===== config.mk =====
export PLATFORM = sky130hd
export DESIGN_NAME = vx_decode_queue
export DESIGN_NICKNAME = d
export VERILOG_FILES = /design/src/rtl/vx_decode_queue.sv
export SDC_FILE = /design/constraint.sdc
export NUM_CORES = 1
export LEC_CHECK = 0
export ABC_CLOCK_PERIOD_IN_PS = 5300
export CORE_ASPECT_RATIO = 0.75
export CORE_MARGIN = 2
export CORE_UTILIZATION = 60
export CTS_BUF_LIST = sky130_fd_sc_hd__clkbuf_4
export CTS_CLUSTER_DIAMETER = 30
export DETAILED_ROUTE_END_ITERATION = 6
export GPL_ROUTABILITY_DRIVEN = 0
export PLACE_DENSITY = 0.86
export SKIP_CTS_REPAIR_TIMING = 1
export SLEW_MARGIN = 10
export SYNTH_ARGS = -nofsm -noshare
export SYNTH_HDL_FRONTEND = slang
export SYNTH_SLANG_ARGS = --single-unit

===== constraint.sdc =====
create_clock -name clk -period 5.3 [get_ports clk]
set_clock_uncertainty 0.2 [all_clocks]
set_input_delay 1.06 -clock clk [delete_from_list [all_inputs] [get_ports clk]]
set_output_delay 1.06 -clock clk [all_outputs]
set_load 0.03 [all_outputs]

===== src/rtl/vx_decode_queue.sv =====
`default_nettype none
// ============================================================================
// Module   : vx_decode_queue
// Purpose  : Decoded-instruction FIFO with per-warp occupancy tracking.
// Revision : 1.0 - initial release
// ============================================================================
module vx_decode_queue #(
  parameter int DATAW     = 64,
  parameter int DEPTH     = 4,
  parameter int NUM_WARPS = 4,
  localparam int NW_BITS  = (NUM_WARPS > 1) ? $clog2(NUM_WARPS) : 1,
  localparam int CNT_W    = $clog2(DEPTH + 1)
) (
  input  logic               clk,
  input  logic               reset,
  input  logic               flush,
  input  logic               valid_in,
  input  logic [NW_BITS-1:0] wid_in,
  input  logic [DATAW-1:0]   data_in,
  output logic               ready_in,
  output logic               valid_out,
  output logic [NW_BITS-1:0] wid_out,
  output logic [DATAW-1:0]   data_out,
  input  logic               ready_out,
  output logic [CNT_W-1:0]   count,
  output logic [NUM_WARPS-1:0] pending_mask
);

  localparam int PTR_W = $clog2(DEPTH);
  localparam logic [CNT_W-1:0] c_FULL = CNT_W'(DEPTH);

  logic [DATAW-1:0]   r_data [DEPTH];
  logic [NW_BITS-1:0] r_wid  [DEPTH];
  logic [PTR_W-1:0]   r_wr_ptr;
  logic [PTR_W-1:0]   r_rd_ptr;
  logic [CNT_W-1:0]   r_count;
  logic               w_push;
  logic               w_pop;

  assign ready_in  = (r_count != c_FULL) && !flush;
  assign valid_out = (r_count != '0);
  assign w_push    = valid_in && ready_in;
  // A pop offered during flush is discarded along with everything else.
  assign w_pop     = valid_out && ready_out && !flush;

  assign wid_out  = r_wid[r_rd_ptr];
  assign data_out = r_data[r_rd_ptr];
  assign count    = r_count;

  always_ff @(posedge clk) begin
    if (w_push) begin
      r_data[r_wr_ptr] <= data_in;
      r_wid[r_wr_ptr]  <= wid_in;
    end
  end

  always_ff @(posedge clk or posedge reset) begin
    if (reset) begin
      r_wr_ptr <= '0;
      r_rd_ptr <= '0;
      r_count  <= '0;
    end else if (flush) begin
      r_wr_ptr <= '0;
      r_rd_ptr <= '0;
      r_count  <= '0;
    end else begin
      if (w_push) r_wr_ptr <= r_wr_ptr + PTR_W'(1);
      if (w_pop)  r_rd_ptr <= r_rd_ptr + PTR_W'(1);
      if (w_push && !w_pop)      r_count <= r_count + CNT_W'(1);
      else if (!w_push && w_pop) r_count <= r_count - CNT_W'(1);
    end
  end

  for (genvar g = 0; g < NUM_WARPS; g++) begin : g_warp
    logic [CNT_W-1:0] r_cnt;
    logic             w_inc;
    logic             w_dec;

    assign w_inc = w_push && (wid_in == NW_BITS'(g));
    assign w_dec = w_pop && (wid_out == NW_BITS'(g));

    always_ff @(posedge clk or posedge reset) begin
      if (reset) begin
        r_cnt <= '0;
      end else if (flush) begin
        r_cnt <= '0;
      end else if (w_inc && !w_dec) begin
        r_cnt <= r_cnt + CNT_W'(1);
      end else if (!w_inc && w_dec) begin
        r_cnt <= r_cnt - CNT_W'(1);
      end
    end

    assign pending_mask[g] = (r_cnt != '0);
  end

endmodule
`default_nettype wire


**After elaboration in Yosys (flattened, before gate mapping)**

Memories as Yosys holds them, arrays and structs flattened.
Index checks and enable logic that the tools add are counted.

- Bits in registers: 19
- Bits in latches: 0
- Memory bits (writable): 264
- Bits in read-only memories: 0
- Output and inout port bits: 75
- Word-level logic and storage cells: 96
- Memories: 2

- $add $sub $neg: 12
- $mul: 0
- Div/mod/pow operators: 0
- Magnitude comparators: 0
- Equal/unequal tests: 7
- Shift operators: 0
- Mux-type cells: 21
- Bitwise gates (word level): 0
- Reduce and logical (&&, ||, !) cells: 47

Memory list:

| memory | words | bits a word | rd ports | clocked after memory_dff | write ports | line | RTL |
|---|---|---|---|---|---|---|---|
| r_data | 4 | 64 | 1 | 0 | 1 | 32 | `logic [DATAW-1:0] r_data [DEPTH];` |
| r_wid | 4 | 2 | 1 | 0 | 1 | 33 | `logic [NW_BITS-1:0] r_wid [DEPTH];` |

Operators with widths:

| cell | number |
|---|---|
| 3-bit two-way mux | 15 |
| 3-bit nonzero test | 10 |
| 1-bit logical AND | 22 |
| 3-bit by 1-bit adder with 3-bit output (second input constant) | 5 |
| 3-bit by 1-bit subtractor with 3-bit output (second input constant) | 5 |
| 1-bit zero test | 11 |
| 2-bit == test (second input constant) | 4 |
| 2-bit two-way mux | 4 |
| 2-bit by 1-bit adder with 2-bit output (second input constant) | 2 |
| 2-bit by 1-bit == test with 1-bit output (second input constant) | 2 |
| 2-bit zero test | 2 |
| 2-bit nonzero test | 2 |
| 3-bit inequality test (second input constant) | 1 |
| 1-bit two-way mux | 2 |

**Logic depth before layout (Yosys ltp)**

Gate-level depths: netlist (run 1).

- Depth in word-level cells: 9
- Gate-level depth with buffers: 9
- Gate-level depth less buffers: 7

**Least setup slack after synthesis (run 1)**

Ideal clock, no wire load.

- Kind: input port to flip-flop
- Start point: input port flush
- End point: memory r_data[0][0], enable pin
- Library setup time: 431 ps
- Arrival time: 3,398 ps
- Setup slack: 1,271 ps
- Stages: 5
- Path buffers: 2
- Cell sequence: buf_1 inv_1 and3_1 clkbuf_1 and2_1

- Cells in the longest elaborated chain, start to end: 5

Ends and longest elaborated chain:

| what | line | RTL |
|---|---|---|
| start, declared | 16 | `input logic flush,` |
| 1-bit zero test | 40 | `assign ready_in = (r_count != c_FULL) && !flush;` |
| 1-bit logical AND | 40 |  |
| 1-bit logical AND | 42 | `assign w_push = valid_in && ready_in;` |
| 1-bit two-way mux | 51 | `if (w_push) begin` |
| 1-bit two-way mux (implied by the code) | 52 | `r_data[r_wr_ptr] <= data_in;` |
| end, declared | 32 |  |

Every way passes these cells.

**Final worst setup path (run 1)**

- Start point: register r_rd_ptr[0]
- End point: output port data_out[56]

- Cells in the longest elaborated chain, start to end: 1

Ends and longest elaborated chain:

| what | line | RTL |
|---|---|---|
| start, declared | 35 | `logic [PTR_W-1:0] r_rd_ptr;` |
| start signal, assigned | 68 | `if (w_pop) r_rd_ptr <= r_rd_ptr + PTR_W'(1);` |
| memory 4 x 64 bit | n/a |  |
| end, declared | 23 | `output logic [DATAW-1:0] data_out,` |

Every way passes these cells.

==> results of run 1 <==
where the power goes:
part           internal [uW]  switching (uW)
registers               2620             141
logic                    940            1090
clock network            969             796
tightest hold or removal path, stage by stage, from the launching register on:
cell	delay [ps]
sky130_fd_sc_hd__dfrtp_1	350
sky130_fd_sc_hd__nand4_1	80
sky130_fd_sc_hd__nand3_1	80
layout make-up:
cell class,count,area share
flip-flops and latches,283,0.6113
repair buffers,159,0.1141
inverters,16,0.004366
well taps,247,0.02247
clock inverters,10,0.004730
multi-input cells,194,0.1839
diodes,1,0.0001819
clock buffers,108,0.05895
state kept, by name (all words and copies together) (netlist names):
name and cells:
g_warp.r_cnt 12, r_wr_ptr 2, r_rd_ptr 2, r_data 256, count 3, r_wid 8
worst max-delay path by stage:
stage / cells past startpoint / end / slack [ps] / startpoint
floorplan: 5 / r_data[0][0] / 1270 / flush
global placement: 8 / g_warp[0].r_cnt[1] / 1380 / valid_in
detailed placement: 7 / g_warp[1].r_cnt[2] / 1180 / ready_out
CTS: 3 / data_out[56] / 730 / r_rd_ptr[0]
global route: 3 / data_out[56] / 620 / r_rd_ptr[0]
finish: 3 / data_out[56] / 880 / r_rd_ptr[0]
placed cells by master, fill, tap and decap left out, drive strengths merged, types with 3 or more instances in the layout:
cell type | Yosys | final
edfxtp | 264 | 264
clkdlybuf4s50 | 0 | 145
clkbuf | 16 | 108
mux4 | 66 | 66
dfrtp | 19 | 19
nor2 | 18 | 18
inv | 16 | 17
nand4 | 15 | 15
buf | 10 | 14
nand3 | 9 | 9
nor4 | 9 | 9
or3 | 8 | 8
clkinv | 0 | 8
mux2i | 7 | 7
o31ai | 6 | 6
and2 | 6 | 6
fa | 5 | 5
or4b | 5 | 5
xnor3 | 4 | 4
ha | 4 | 4
o2111ai | 3 | 3
layer usage:
metal,GRT usage,wire (um)
met3,0.06027,1461
met2,0.3849,11350
met5,0,0
met4,0.08705,384
met1,0.3095,8980
cell families after synthesis:
family          count (synthesis)  share of synthesized area
compound gates                 18                    0.01308
xor+xnor                        6                   0.009699
fa+ha+maj                       9                    0.01353
buf+inv                        42                    0.01545
flops                         283                     0.7574
mux                            74                     0.1413
simple gates                   87                    0.04951
through the flow:
step	instance area [sq um]	cells
final	13750	1018
after global routing	13750	1018
after CTS	13750	1017
after detailed placement	12880	899
after global placement	12880	899
after floorplan	11090	519
==> results.yml, run 1 <==
sta:
  fin_crit_sh: 0.8343
  worst_pin_slew_ps: 762.3
  setup_viol: 0
  setup_ws_ps: 878.5
  min_period_ps: 4422
  fin_hold_ws_ps: 349.5
  achievable-frequency_mhz: 226.2
  grt_setup_unrepaired: "no"
  slew_headroom: 0.4888
  hold_viol_final: 0
  setup_tns_ps: 0
  drv_slew: 0
place:
  dp.final_hpwl_um: 13900
  setup_ws_pre_cts_ps: 1180
  placement.io_buffers: 145
critical_path:
  worst_r2r_endpoint: "g_warp[1].r_cnt[2]"
  cp.arrival_ps: 3160
  r2r_setup_slack_ps: 1530
  r2r_start: "r_rd_ptr[0]"
  crit_path_max_fanout: 30
  crit_type: "reg2out"
  path_cells: "buf_4, mux4_2, clkdlybuf4s50_1"
  critPathMaxStageDelay_ps: 800
  timing.critical_path.required_ps: 4040
  cpMaxStageDelayCell: "sky130_fd_sc_hd__dfrtp_4"
  critical_path.startpoint_type: "flop"
  cpLargestDelayFamily: "buffers and inverters"
  worstPathBufferInverterCount: 2
  reg2regPathDepth: 6
  worst_setup_path_end_kind: "primary output"
global_route:
  grt_util_all_layers: 0.2339
  maximum_number_of_pins_on_one_net_before_global_route_repair: 42
  initial_antenna_violation_count: 1
  overflow: 0
  wire_length_of_the_first_global_routing_pass_um: 34110
  number_of_global_route_vias_before_repair: 6247
synthesis:
  synth_warnings: 0
  synth_cell_type_count: 49
  synth_top_cell_by_area: "sky130_fd_sc_hd__edfxtp_1"
  seq_area_frac_synth: 0.7574
  synthesis.nets: 599
  syn-cell-area_sq_um: 11090
  synth-edff-count: 264
  synth_commonest_cells: "sky130_fd_sc_hd__edfxtp_1, sky130_fd_sc_hd__mux4_2, sky130_fd_sc_hd__dfrtp_1"
  ys_async_sr_fraction: 0.06714
  synthesis.instances: 519
  synth.area.top_cells: "sky130_fd_sc_hd__edfxtp_1, sky130_fd_sc_hd__mux4_2, sky130_fd_sc_hd__dfrtp_1, sky130_fd_sc_hd__fa_1, sky130_fd_sc_hd__nand4_1"
  synth_most_common_cell: "sky130_fd_sc_hd__edfxtp_1"
  synth-seq-cells: 283
  netlist.area_leader.share: 0.7146
  synth_top_flop_cell: "sky130_fd_sc_hd__edfxtp_1"
  postSynthAreaPerCell_sq_um: 21.38
cells_and_area:
  flow.area_growth_from_synthesis_pct: 23.98
  footprint_of_the_multi_input_gates_sq_um: 2530
  drive_gt1_frac: 0.2714
  filler_cell_count: 1027
  final_core_utilization: 0.7519
  area.sequential_sq_um: 8408
  design.final.nets: 800
route:
  drt_iter0_drc: 615
  detail_route.vias_per_cell: 5.860
  route.antenna.remaining_nets: 0
  route.vias.total: 5965
  avg_wl_per_cell_um: 21.78
  drc_errors: 0
  wl_um: 22170
  drt_first_pass_iters: 5
die:
  boundaryPins: 146
  num_rows: 43
  die_x_um: 161.0
  initial_core_util: 0.6065
  core_sq_um: 18290
  die_height_um: 121.8
  total_die_area_sq_um: 19610
clock_network:
  clock_tree_from_tritoncts: "yes"
  root_buffer: "sky130_fd_sc_hd__clkbuf_4"
  ctsHtreeMaxLevel: 3
  cts_max_path_buffers: 3
  insertion_delay_ps: 620
  cts.reportedPaths.clkPinSlew_ps: 60
  sink_count_of_the_clock_tree: 283
  cts_inserted_buffers: 66
job:
  max-cap-violations: 0
power_and_ir_drop:
  post-layout-total-power_uw: 6553
  static-leakage-power_uw: 0.004606
  pwr_density_cell_nw_per_um2: 476.4
  worst_ir_drop_vdd_uv: 336.1
hold_path:
  worst_hold_path.endpoint: "g_warp[1].r_cnt[1]"
  worst_hold_path_type: "reg2reg"
  holdCritStartpoint: "g_warp[1].r_cnt[1]"
  min_path_cells: 2
run_status:
  outcome: "complete, no violations"
Power figures use the tool's default switching activity.
==> run 2, diff against run 1 <==
ABC_CLOCK_PERIOD_IN_PS = 4300   (was 5300)
CORE_UTILIZATION = 57   (was 60)
PLACE_DENSITY = 0.82   (was 0.86)
clock period = 4.3 ns   (was 5.3 ns; I/O delays follow)
==> results.yml, run 2 (same netlist as run 1, synthesis figures left out) <==
run_status:
  outcome: "complete, no violations"
clock_network:
  cts_max_path_buffers: 3
  cts_inserted_buffers: 70
  root_buffer: "sky130_fd_sc_hd__clkbuf_4"
  sink_count_of_the_clock_tree: 283
  insertion_delay_ps: 620
  clock_tree_from_tritoncts: "yes"
  cts.reportedPaths.clkPinSlew_ps: 70
  ctsHtreeMaxLevel: 3
cells_and_area:
  mostFrequentLayoutCell: "sky130_fd_sc_hd__edfxtp_1"
  drive_gt1_frac: 0.2737
  largest_reg_flops: 256
  largest-register: "r_data"
  mostFrequentLayoutCells: "sky130_fd_sc_hd__edfxtp_1, sky130_fd_sc_hd__clkdlybuf4s50_1, sky130_fd_sc_hd__clkbuf_4, sky130_fd_sc_hd__mux4_2, sky130_fd_sc_hd__nor2_1"
  flow.area_growth_from_synthesis_pct: 25.04
  largest_registers: "r_data x256, g_warp.r_cnt x12, r_wid x8"
  design.final.nets: 807
sta:
  fin_crit_sh: 0.9083
  hold_viol_final: 0
  worst_pin_slew_ps: 799.6
  achievable-frequency_mhz: 256.0
  drv_slew: 0
  slew_headroom: 0.4664
  min_period_ps: 3906
  fin_hold_ws_ps: 351.1
  grt_setup_unrepaired: "no"
  setup_tns_ps: 0
  setup_viol: 0
die:
  die_x_um: 165.1
  initial_core_util: 0.5774
  boundaryPins: 146
  die_height_um: 124.8
  core_sq_um: 19210
  total_die_area_sq_um: 20610
  num_rows: 44
critical_path:
  timing.critical_path.required_ps: 3240
  crit_path_max_fanout: 29
  critical_path.startpoint_type: "flop"
  crit_type: "reg2out"
  cp.arrival_ps: 2850
  worst_setup_path_end_kind: "primary output"
  r2r_setup_slack_ps: 990
power_and_ir_drop:
  worst_ir_drop_vdd_uv: 406.3
  netSwitchingPower_uw: 2511
  seq_power_share: 0.408
  static-leakage-power_uw: 0.004650
  combinationalPowerShare: 0.318
  cell_internal_pwr_uw: 5648
  netSwitchingFraction: 0.3077
  pwr_density_cell_nw_per_um2: 588.2
  p_clk_frac: 0.275
place:
  dp.final_hpwl_um: 13880
  placement.io_buffers: 145
job:
  max-cap-violations: 0
global_route:
  initial_antenna_violation_count: 2
  wire_length_of_the_first_global_routing_pass_um: 33880
  number_of_global_route_vias_before_repair: 6301
  grt_util_all_layers: 0.2207
  maximum_number_of_pins_on_one_net_before_global_route_repair: 43
  overflow: 0
route:
  drt_iter0_drc: 539
  route.vias.total: 6050
  route.antenna.remaining_nets: 0
  drt_first_pass_iters: 5
  detail_route.vias_per_cell: 5.840
  avg_wl_per_cell_um: 21.17
  drc_errors: 0
  wl_um: 21930
hold_path:
  worst_hold_path_type: "reg2reg"
run 2: cell count changes in the layout (fill, tap and decap cells not counted), sizes merged:
cell      delta
clkbuf       -2
clkinvlp     +2
inv          +1
buf          +3
bufinv       +1
clkinv       +7
run 2: layer usage:
| metal | wire (um) | GRT usage | up-vias |
|---|---|---|---|
| li1 | - | - | 2646 |
| met1 | 8934 | 0.2978 | 3084 |
| met2 | 10810 | 0.3456 | 280 |
| met3 | 1762 | 0.06360 | 40 |
| met4 | 427 | 0.08440 | 0 |
| met5 | 0 | 0 | - |
run 2: path summary, 6_finish.rpt:
path | cells after the start | to | from
worst max-delay path | 3 | data_out[58] | r_rd_ptr[0]
worst min-delay path | 2 | g_warp[3].r_cnt[1] | g_warp[3].r_cnt[1]
worst max register to register | 6 | g_warp[2].r_cnt[2] | r_rd_ptr[0]
worst min register to register | 2 | g_warp[3].r_cnt[1] | g_warp[3].r_cnt[1]
max in group asynchronous | 2 | r_rd_ptr[0] | reset
min in group asynchronous | 2 | r_rd_ptr[1] | reset
run 2: layout make-up:
type	count	area, sq um
Fill cell	1163	5341
Multi-Input combinational cell	194	2530
Antenna cell	1	2.502
Inverter	16	60.06
Tap cell	253	316.6
Clock inverter	21	140.1
Timing Repair Buffer	162	1617
Clock buffer	106	795.8
Sequential cell	283	8411
run 2: power groups by stage:
stage	combinational [uW]	sequential, uW	clock (uW)
3_5_place_dp	2610	3380	0
4_1_cts	2630	3320	2310
2_1_floorplan	1660	3370	0
3_3_place_gp	2570	3360	0
6_report	2590	3320	2240
5_1_grt	2750	3340	2450
run 2: critical path, cell delays in order (launching register included):
cell                              delay [ps]
sky130_fd_sc_hd__dfrtp_4                 470
sky130_fd_sc_hd__buf_4                   480
sky130_fd_sc_hd__mux4_2                  620
sky130_fd_sc_hd__clkdlybuf4s50_1         630
run 2: per-stage QoR:
step / utilization / setup slack, ps / power (uW) / area [sq um] / instances
global placement: 0.6732 / 563.6 / 5933 / 12930 / 908
detailed placement: 0.6732 / 415.2 / 5994 / 12930 / 908
finish: 0.7220 / 394.4 / 8159 / 13870 / 1036
floorplan: - / 471.3 / 5036 / 11090 / 519
CTS: 0.7219 / 287.3 / 8263 / 13870 / 1035
global route: 0.7220 / 176.3 / 8544 / 13870 / 1036
==> run 3, diff against run 2 <==
CORE_MARGIN = default   (was 2)
HOLD_SLACK_MARGIN = 0.03   (was default)
SKIP_LAST_GASP = 1   (was default)
==> results.yml, run 3 (same netlist as run 1, synthesis figures left out) <==
route:
  drc_errors: 0
  drt_first_pass_iters: 6
  route.antenna.remaining_nets: 0
  route.vias.total: 5957
  detail_route.vias_per_cell: 5.823
  wl_um: 21610
  drt_iter0_drc: 413
  avg_wl_per_cell_um: 21.12
sta:
  drv_slew: 0
  slew_headroom: 0.4160
  achievable-frequency_mhz: 245.3
  setup_viol: 0
  min_period_ps: 4076
  fin_hold_ws_ps: 367.6
  setup_tns_ps: 0
  grt_setup_unrepaired: "no"
  hold_viol_final: 0
  fin_crit_sh: 0.9479
  worst_pin_slew_ps: 870.8
cells_and_area:
  final_core_utilization: 0.7380
  mostFrequentLayoutCell: "sky130_fd_sc_hd__edfxtp_1"
  mostFrequentLayoutCells: "sky130_fd_sc_hd__edfxtp_1, sky130_fd_sc_hd__clkdlybuf4s50_1, sky130_fd_sc_hd__clkbuf_4, sky130_fd_sc_hd__mux4_2, sky130_fd_sc_hd__nor2_1"
  largest_registers: "r_data x256, g_warp.r_cnt x12, r_wid x8"
  largest-register: "r_data"
  design.final.nets: 801
  flow.area_growth_from_synthesis_pct: 24.90
  drive_gt1_frac: 0.2684
  largest_reg_flops: 256
global_route:
  wire_length_of_the_first_global_routing_pass_um: 33350
  maximum_number_of_pins_on_one_net_before_global_route_repair: 66
  grt_util_all_layers: 0.2261
  number_of_global_route_vias_before_repair: 6367
  overflow: 0
  initial_antenna_violation_count: 0
power_and_ir_drop:
  pwr_density_cell_nw_per_um2: 592.1
  seq_power_share: 0.409
  p_clk_frac: 0.279
  netSwitchingPower_uw: 2527
  static-leakage-power_uw: 0.004639
  netSwitchingFraction: 0.3080
  cell_internal_pwr_uw: 5678
  worst_ir_drop_vdd_uv: 365.2
  combinationalPowerShare: 0.312
die:
  die_height_um: 122.8
  core_sq_um: 18780
  initial_core_util: 0.5909
  boundaryPins: 146
  num_rows: 43
  die_x_um: 163.1
  total_die_area_sq_um: 20030
clock_network:
  clock_tree_from_tritoncts: "yes"
  insertion_delay_ps: 640
  ctsHtreeMaxLevel: 3
  cts.reportedPaths.clkPinSlew_ps: 70
  cts_max_path_buffers: 3
  sink_count_of_the_clock_tree: 283
  cts_inserted_buffers: 68
  root_buffer: "sky130_fd_sc_hd__clkbuf_4"
critical_path:
  critical_path.startpoint_type: "flop"
  worst_setup_path_end_kind: "primary output"
  timing.critical_path.required_ps: 3240
  crit_path_max_fanout: 24
  cp.arrival_ps: 3020
  crit_type: "reg2out"
  r2r_setup_slack_ps: 760
job:
  max-cap-violations: 0
hold_path:
  worst_hold_path_type: "reg2reg"
place:
  placement.io_buffers: 145
  dp.final_hpwl_um: 13290
run_status:
  outcome: "complete, no violations"
[run 3: changes by cell type in the layout (fill, tap and decap cells not counted), moves of 2 or more]
cell,delta
sky130_fd_sc_hd__buf_12,+2
sky130_fd_sc_hd__clkinvlp_4,-2
sky130_fd_sc_hd__clkinv_2,+3
sky130_fd_sc_hd__clkbuf_4,-3
sky130_fd_sc_hd__buf_4,-6
[run 3: cell type report]
type                       instances  area [sq um]
multi-input combinational        194          2530
inverter                          16         60.06
clock inverter                    21         162.7
sequential                       283          8408
timing repair buffer             158          1612
antenna                            1         2.502
tap                              247         309.0
fill                            1079          4920
clock buffer                     103         773.2
[run 3: final timing paths]
check | from | to | depth (start not counted)
setup / recovery | r_rd_ptr[0] | data_out[51] | 3
hold / removal | g_warp[3].r_cnt[1] | g_warp[3].r_cnt[1] | 2
max in group asynchronous | reset | r_rd_ptr[0] | 2
setup reg to reg | r_rd_ptr[0] | g_warp[2].r_cnt[2] | 6
hold reg to reg | g_warp[3].r_cnt[1] | g_warp[3].r_cnt[1] | 2
min in group asynchronous | reset | r_wr_ptr[0] | 2
[run 3: stage by stage]
stage | std cells | power, uW | setup slack (ps) | cell area, sq um
after global placement | 898 | 5927 | 326.6 | 12920
after CTS | 1022 | 8302 | 118.8 | 13850
after floorplan | 519 | 5036 | 471.3 | 11090
after global routing | 1022 | 8576 | 22.72 | 13850
final | 1023 | 8205 | 224.2 | 13860
after detailed placement | 898 | 5989 | 144.6 | 12920
[run 3: routing by layer]
metal / routed length (um) / track usage / share of wire
met4: 416 / 0.09404 / 0.019
met5: 0 / 0 / 0
met1: 8890 / 0.3010 / 0.41
met3: 1687 / 0.06252 / 0.078
met2: 10610 / 0.3572 / 0.49
[run 3: power groups by stage]
stage,combinational (uW),sequential [uW],clock [uW]
3_5_place_dp,2570,3410,0
3_3_place_gp,2530,3390,0
2_1_floorplan,1660,3370,0
4_1_cts,2580,3360,2360
6_report,2560,3350,2290
5_1_grt,2700,3370,2500
[run 3: critical path, cell delays in order, from the launching register on]
cell and delay, ps:
sky130_fd_sc_hd__dfrtp_4 650, sky130_fd_sc_hd__buf_4 490, sky130_fd_sc_hd__mux4_2 620, sky130_fd_sc_hd__clkdlybuf4s50_1 620
